`config.mk`:
```
export PLATFORM = sky130hd
export DESIGN_NAME = kpn_fifo_channel
export DESIGN_NICKNAME = d
export VERILOG_FILES = /design/src/rtl/kpn_pkg.sv /design/src/rtl/kpn_fifo_mem.sv /design/src/rtl/kpn_fifo_channel.sv
export SDC_FILE = /design/constraint.sdc
export NUM_CORES = 1
export LEC_CHECK = 0
export CAP_MARGIN = 20
export CORE_MARGIN = 8
export CORE_UTILIZATION = 35
export CTS_CLUSTER_DIAMETER = 50
export DETAILED_ROUTE_END_ITERATION = 8
export PLACE_DENSITY_LB_ADDON = 0.2
export RECOVER_POWER = 100
export SYNTH_ARGS = -nofsm -noshare
export SYNTH_HDL_FRONTEND = slang
export SYNTH_SLANG_ARGS = --single-unit
```
`constraint.sdc`:
```
create_clock -name clk -period 3.7 [get_ports clk]
set_input_delay 1.11 -clock clk [delete_from_list [all_inputs] [get_ports clk]]
set_output_delay 1.11 -clock clk [all_outputs]
set_load 0.05 [all_outputs]
```
`src/rtl/kpn_pkg.sv`:
```
// Shared definitions for KPN process nodes and the channels that connect them.
package kpn_pkg;

  localparam int DATA_W = 16;

  typedef logic [DATA_W-1:0] kpn_token_t;

  typedef enum logic [1:0] {
    CH_EMPTY   = 2'd0,
    CH_PARTIAL = 2'd1,
    CH_FULL    = 2'd2
  } chan_state_t;

  // Occupancy class of a channel holding cnt tokens out of depth.
  function automatic chan_state_t chan_state(input int unsigned cnt, input int unsigned depth);
    if (cnt == 0) begin
      return CH_EMPTY;
    end
    if (cnt >= depth) begin
      return CH_FULL;
    end
    return CH_PARTIAL;
  endfunction

endpackage

```
`src/rtl/kpn_fifo_mem.sv`:
```
// Token storage for a KPN channel: one synchronous write port, one asynchronous
// read port. Contents are not reset; validity is tracked by the channel pointers.
module kpn_fifo_mem #(
  parameter int DEPTH  = 8,
  parameter int DATA_W = 16,
  parameter int AW     = $clog2(DEPTH)
) (
  input  logic              clk,
  input  logic              we,
  input  logic [AW-1:0]     waddr,
  input  logic [DATA_W-1:0] wdata,
  input  logic [AW-1:0]     raddr,
  output logic [DATA_W-1:0] rdata
);

  logic [DATA_W-1:0] mem_q [DEPTH];

  always_ff @(posedge clk) begin
    if (we) begin
      mem_q[waddr] <= wdata;
    end
  end

  // Read sees pre-edge contents, so a same-cycle write to the slot being read
  // (full channel, rd+wr) returns the old token.
  assign rdata = mem_q[raddr];

endmodule

```
`src/rtl/kpn_fifo_channel.sv`:
```
// Bounded KPN channel: accepts producer wr strobes, answers consumer rd strobes
// in order, refuses reads when empty / writes when full and flags them stickily.
//
//   state      | meaning
//   CH_EMPTY   | count == 0, reads refused
//   CH_PARTIAL | 0 < count < DEPTH, reads and writes accepted
//   CH_FULL    | count == DEPTH, writes accepted only alongside a read
module kpn_fifo_channel
  import kpn_pkg::*;
#(
  parameter int DEPTH  = 8,
  parameter int DATA_W = kpn_pkg::DATA_W
) (
  input  logic                       clk,
  input  logic                       reset,
  input  logic                       wr,
  input  logic [DATA_W-1:0]          data_in,
  input  logic                       rd,
  output logic [DATA_W-1:0]          data_out,
  output logic                       rd_valid,
  output logic                       full,
  output logic                       empty,
  output logic [$clog2(DEPTH+1)-1:0] count,
  output logic                       overflow,
  output logic                       underflow
);

  localparam int CNT_W = $clog2(DEPTH+1);
  localparam int PTR_W = $clog2(DEPTH);
  localparam logic [PTR_W-1:0] PTR_LAST  = PTR_W'(DEPTH - 1);
  localparam logic [CNT_W-1:0] CNT_DEPTH = CNT_W'(DEPTH);

  logic [PTR_W-1:0]  wr_ptr_q,    wr_ptr_d;
  logic [PTR_W-1:0]  rd_ptr_q,    rd_ptr_d;
  logic [CNT_W-1:0]  count_q,     count_d;
  logic [DATA_W-1:0] data_out_q,  data_out_d;
  logic              rd_valid_q,  rd_valid_d;
  logic              overflow_q,  overflow_d;
  logic              underflow_q, underflow_d;

  chan_state_t       state;
  logic              full_w;
  logic              empty_w;
  logic              wr_acc;
  logic              rd_acc;
  logic [DATA_W-1:0] mem_rdata;

  kpn_fifo_mem #(
    .DEPTH  (DEPTH),
    .DATA_W (DATA_W),
    .AW     (PTR_W)
  ) u_mem (
    .clk   (clk),
    .we    (wr_acc),
    .waddr (wr_ptr_q),
    .wdata (data_in),
    .raddr (rd_ptr_q),
    .rdata (mem_rdata)
  );

  always_comb begin
    state   = chan_state(32'(count_q), 32'(CNT_DEPTH));
    full_w  = (state == CH_FULL);
    empty_w = (state == CH_EMPTY);
    // A full channel can still take a write when a read frees a slot in the same
    // cycle; an empty channel never bypasses a write straight to the reader.
    wr_acc  = wr && (!full_w || rd);
    rd_acc  = rd && !empty_w;
  end

  always_comb begin
    wr_ptr_d    = wr_ptr_q;
    rd_ptr_d    = rd_ptr_q;
    count_d     = count_q;
    data_out_d  = data_out_q;
    rd_valid_d  = 1'b0;
    overflow_d  = overflow_q;
    underflow_d = underflow_q;

    if (wr_acc) begin
      wr_ptr_d = (wr_ptr_q == PTR_LAST) ? '0 : wr_ptr_q + PTR_W'(1);
    end else if (wr) begin
      overflow_d = 1'b1;
    end

    if (rd_acc) begin
      rd_ptr_d   = (rd_ptr_q == PTR_LAST) ? '0 : rd_ptr_q + PTR_W'(1);
      data_out_d = mem_rdata;
      rd_valid_d = 1'b1;
    end else if (rd) begin
      underflow_d = 1'b1;
    end

    unique case ({wr_acc, rd_acc})
      2'b10:   count_d = count_q + CNT_W'(1);
      2'b01:   count_d = count_q - CNT_W'(1);
      default: count_d = count_q;
    endcase
  end

  always_ff @(posedge clk) begin
    if (reset) begin
      wr_ptr_q    <= '0;
      rd_ptr_q    <= '0;
      count_q     <= '0;
      data_out_q  <= '0;
      rd_valid_q  <= 1'b0;
      overflow_q  <= 1'b0;
      underflow_q <= 1'b0;
    end else begin
      wr_ptr_q    <= wr_ptr_d;
      rd_ptr_q    <= rd_ptr_d;
      count_q     <= count_d;
      data_out_q  <= data_out_d;
      rd_valid_q  <= rd_valid_d;
      overflow_q  <= overflow_d;
      underflow_q <= underflow_d;
    end
  end

  assign data_out  = data_out_q;
  assign rd_valid  = rd_valid_q;
  assign count     = count_q;
  assign full      = full_w;
  assign empty     = empty_w;
  assign overflow  = overflow_q;
  assign underflow = underflow_q;

endmodule
```
# After elaboration in Yosys (flattened, before gate mapping)
# Memories as Yosys holds them, arrays and structs flattened. A register that Yosys moved wholly into a read port is not among the register bits.
# Cells that the tools add are included.
[totals]
output_inout_bits = 25
memories = 1
register_bits = 13
mem_bits_rw = 128
in_bits = 20
word_cells = 42
[mem_list]
columns = ["memory", "words", "word_bits", "rd", "rd_ports_with_merged_regs", "write_ports", "line", "text"]
rows = [
  ["u_mem.mem_q", 8, 16, 1, 1, 1, "kpn_fifo_mem.sv:16", "logic [DATA_W-1:0] mem_q [DEPTH];"],
]
[op_classes]
bitwise = 2
addsub = 4
reduce_logical = 10
mux = 13
order_cmp = 1
n_eq_ne = 5
[ops]
columns = ["cell", "count"]
rows = [
  ["2-bit two-way mux", 4],
  ["4-bit case mux with 2 select lines", 1],
  ["3-bit by 1-bit adder with 3-bit output, second input constant", 2],
  ["3-bit == test, second input constant", 2],
  ["1-bit two-way mux", 6],
  ["3-bit two-way mux", 2],
  ["4-bit by 1-bit adder with 4-bit output, second input constant", 1],
  ["2-bit == test, second input constant", 2],
  ["4-bit >= comparator, second input constant", 1],
  ["4-bit logical NOT", 1],
  ["2-bit AND reduction", 2],
  ["4-bit by 1-bit subtractor with 4-bit output, second input constant", 1],
  ["2-bit by 1-bit == test with 1-bit output, second input constant", 1],
  ["1-bit logical AND", 2],
  ["1-bit logical NOT", 2],
  ["2-bit logical NOT", 1],
  ["1-bit NOT", 2],
  ["2-bit nonzero test", 1],
  ["1-bit logical OR", 1],
]

# Longest topological paths before layout
[depth]
word_depth = 11
depth_mapped = 10

# Modules after synthesis
# Synthesis repeated with hierarchy kept, for this count alone.
[unflattened]
hier_cells = 337
area_unflattened_um2 = 6178.4
[by_module_without_submodules]
columns = ["mod", "area_per_inst_um2", "seq_area_each_um2", "n_inst", "cells_per_inst"]
rows = [
  ["kpn_fifo_mem", 4973.5, 3843.7, 1, 198],
  ["kpn_fifo_channel", 1204.9, 580.6, 1, 139],
]

# Worst setup path before layout
# Ideal clock, no wire load.
[synth_timing]
path_type = "in2reg"
startpoint = "in rd"
endpoint = "mem u_mem.mem_q[0][0] (enable)"
setup_time_ns = 0.430
arrival_ns = 2.992
setup_slack_ns = 0.278
cell_stages = 3
t_required_ns = 3.270
path_buffers = 0
path_cell_list = "or2b_1 -> nand2_1 -> nor4_1"
[synth_between]
elab_chain_len = 4
[synth_lines]
columns = ["item", "line", "text"]
rows = [
  ["from (decl)", "kpn_fifo_channel.sv:18", "input logic rd,"],
  ["1-bit logical OR", "kpn_fifo_channel.sv:67", "wr_acc = wr && (!full_w || rd);"],
  ["1-bit logical AND", "kpn_fifo_channel.sv:67", ""],
  ["1-bit two-way mux", "kpn_fifo_mem.sv:19", "if (we) begin"],
  ["1-bit two-way mux (implied by the code)", "kpn_fifo_mem.sv:20", "mem_q[waddr] <= wdata;"],
  ["to (decl)", "kpn_fifo_mem.sv:16", ""],
]
# No other way between the ends.

# Worst setup path after layout
[layout_timing]
startpoint = "in rd"
endpoint = "mem u_mem.mem_q[4][3] (enable)"
# Same word-level chain as after synthesis.

==> flow_summary.toml <==
[min_path]
hold_depth = 2
min_from = "underflow$_SDFFE_PP0P_"
min_delay_worst_endpoint = "underflow$_SDFFE_PP0P_"
hold_class = "reg -> reg"

[place]
io_buffers = 44
dp_slack_ps = 161.7
gp_congestion = 0.7136
dpl.cell_count = 589
dp_hpwl_um = 6888

[yosys]
syn_inst = 323
synth_top_family_by_area = "multiplexers"
avgSynthCellArea_sq_um = 18.76
syn-num-nets = 351
ys_seq_area_share_pct = 73.00
synth.cell_area_sq_um = 6061
yosysTopAreaCell = "edfxtp_1"
ys_ff_latch = 157
synth_ff_type = "edfxtp_1"
synth_commonest_cells = "128 x edfxtp_1, 32 x mux4_2, 29 x dfxtp_1"
synthMuxAreaShare_pct = 12.06
ys_async_sr_fraction_pct = 0
synth-xor-area-share_pct = 0.2890
yosysWarningCount = 0
synth_simple_gate_area_share_pct = 6.524
synth_cell_types = 34
synth_edf_count = 128
synth.most_common_cell = "edfxtp_1"
synth_compound_area_share_pct = 4.377
synthAdderAreaFrac_pct = 1.775
synthTopCellsByArea = "edfxtp_1 63%, mux4_2 12%, dfxtp_1 9.6%"
synth_top_area_share_pct = 63.42

[status]
outcome = "finished with violations"
failed_checks = "max-capacitance violations, max-slew violations"

[power]
total_power_uw = 5312
leakage_uw = 0.002381
power.density_nw_per_um2 = 732.4
vdd_drop_max_mv = 0.5705

[clock_network]
clock-root-buffer = "clkbuf_16"
cts_tree = "built"
htreeDepth = 4
cts_max_path_buffers = 2
cts.clk_slew.worst_paths_ps = 60
ctsHoldBuffers = 0
worstSkewPairLatency_ps = 420
post_cts_resized = 0
cts_num_sinks = 157
post_cts_buffers = 0
cts-buffers-inserted = 17

[global_routing]
antenna_found_initial = 0
overflow = 0
grt_pass1_vias = 3269
grt_first_pass_wirelength_um = 19420
grt_usage_pct = 12.17
grt_max_degree = 34

[routing]
drtPass1Iterations = 4
ant_nets = 0
drc = 0
vias_per_cell = 4.952
drtIter0Drc = 198
wire_per_inst_um = 19.98
vias = 3075
drt_wl_total_um = 12410

[setup_path]
cp_top_family = "buffers and inverters"
crit_path_end_kind = "flop"
reg2reg_setup_slack_ps = 1090
reg2reg_from = "count[3]$_SDFFE_PP0P_"
crit_buf_inv = 3
path_cells = "dlygate4sd3_1 > or2b_1 > nand2_1 > buf_4 > nor3_1 > clkbuf_1"
critPathMaxFanout = 16
worstPathRequired_ps = 3730
cp_slowest_cell = "clkbuf_1"
reg2reg_depth = 8
worstSetupStartpointType = "primary input"
slowest_delay_ps = 970
critPathKind = "in -> reg"
crit_arrival_ps = 3400
timing.rr.end = "count[3]$_SDFFE_PP0P_"

[sta]
finalHoldViolCount = 0
tightest_slew_ps = 1729
finClkSkew_ps = 4.998
final-setup-viol-count = 0
slew_headroom_pct = -15.29
min_period_ps = 3378
drv_slew = 30
fin_crit_sh_pct = 91.29
fmax_ghz = 0.2961
setup-tns-final_ps = 0
setup_ws_ps = 322.2
rsz0062_at_grt = "no"

[floorplan]
fp-row-count = 48
start_util_pct = 35.41
dieArea_sq_um = 21780
die_w_um = 147.6
core_area_sq_um = 17120
ios = 45
die_height_um = 147.6

[layout]
n_antenna_cell = 0
fill_cells = 1550
finalNetCount = 411
drive_gt1_share_pct = 20.96
seq_area_sq_um = 4427
multi_input_area_sq_um = 1493
areaGrowthSynthToFinish_pct = 19.65
stdcell_count = 621

[job]
maxCapViolCount = 1
## routing by layer
layer | vias up | global-route usage [%] | routed length, um
met5 | - | 0 | 0
met4 | 0 | 5.150 | 201
met3 | 17 | 3.577 | 492
met2 | 61 | 19.54 | 6061
met1 | 1594 | 15.08 | 5652
li1 | 1403 | - | -
## worst max path at each step
stage                                startpoint                      endpoint  slack [ps]  cells past startpoint
after detailed placement                     rd         count[3]$_SDFFE_PP0P_         160                      9
after global routing                         rd  u_mem.mem_q[2][11]$_DFFE_PP_         210                      6
after floorplan                              rd   u_mem.mem_q[0][0]$_DFFE_PP_         280                      3
after global placement                       rd         count[3]$_SDFFE_PP0P_         250                      9
final                                        rd   u_mem.mem_q[4][3]$_DFFE_PP_         320                      6
after CTS                 count[3]$_SDFFE_PP0P_                         empty         500                      2
## cells in the final DEF, fill, tap and decap left out, types with 2 or more instances in the layout
cell             n
inv_1            4
nor2_1          28
nor3_1          15
dlygate4sd3_1   43
nor3_2           5
o22ai_1          5
mux4_2          32
nand2_1          8
clkinv_2         5
dfxtp_2          2
clkbuf_16       17
clkinv_1         3
dfxtp_1         27
o22ai_2         10
nand3_1          4
a21oi_1         12
ha_1             7
edfxtp_1       128
buf_4            4
nand2b_1         2
xor2_1           2
clkbuf_1        13
## power by group
part / switching [uW] / internal (uW) / total, uW / leakage [uW]
logic: 919 / 574 / 1490 / 0.000719
clock network: 641 / 928 / 1570 / 0.000260
registers: 173 / 2080 / 2250 / 0.00140
total: 1730 / 3580 / 5310 / 0.00238
## cells by family (layout without fill, tap and decap cells)
logic type	Yosys count	after routing
fa+ha+maj	8	8
xor+xnor	2	2
mux	33	33
simple gates	71	71
buf+inv	21	94
compound gates	31	31
flops	157	157
## per-stage QoR
stage          instance area [sq um]  hold slack (ps)  utilization, %
2_1_floorplan                   6061            497.5               -
3_3_place_gp                    6808            459.0           39.77
3_5_place_dp                    6808            456.6           39.77
4_1_cts                         7336            470.6           42.86
5_1_grt                         7252            515.6           42.37
6_report                        7252            456.9           42.37
## registers in the layout, indices dropped and copies added, names as in the netlist
| name | flops |
|---|---|
| overflow | 1 |
| u_mem.mem_q | 128 |
| underflow | 1 |
| data_out | 16 |
| rd_ptr_q | 3 |
| rd_valid | 1 |
| wr_ptr_q | 3 |
| count | 4 |
## area by class of cell
| type | count | area share, % |
|---|---|---|
| inverters | 5 | 0.2588 |
| clock inverters | 10 | 1.018 |
| clock buffers | 22 | 6.263 |
| well taps | 225 | 3.882 |
| repair buffers | 57 | 6.953 |
| flip-flops and latches | 157 | 61.04 |
| multi-input cells | 145 | 20.58 |
## tightest hold or removal path, cell delays in order (launching register included)
cell     delay [ps]
dfxtp_1         320
a21oi_1          40
nor2_1           60
Note: power is estimated with default switching activity, not from simulation.
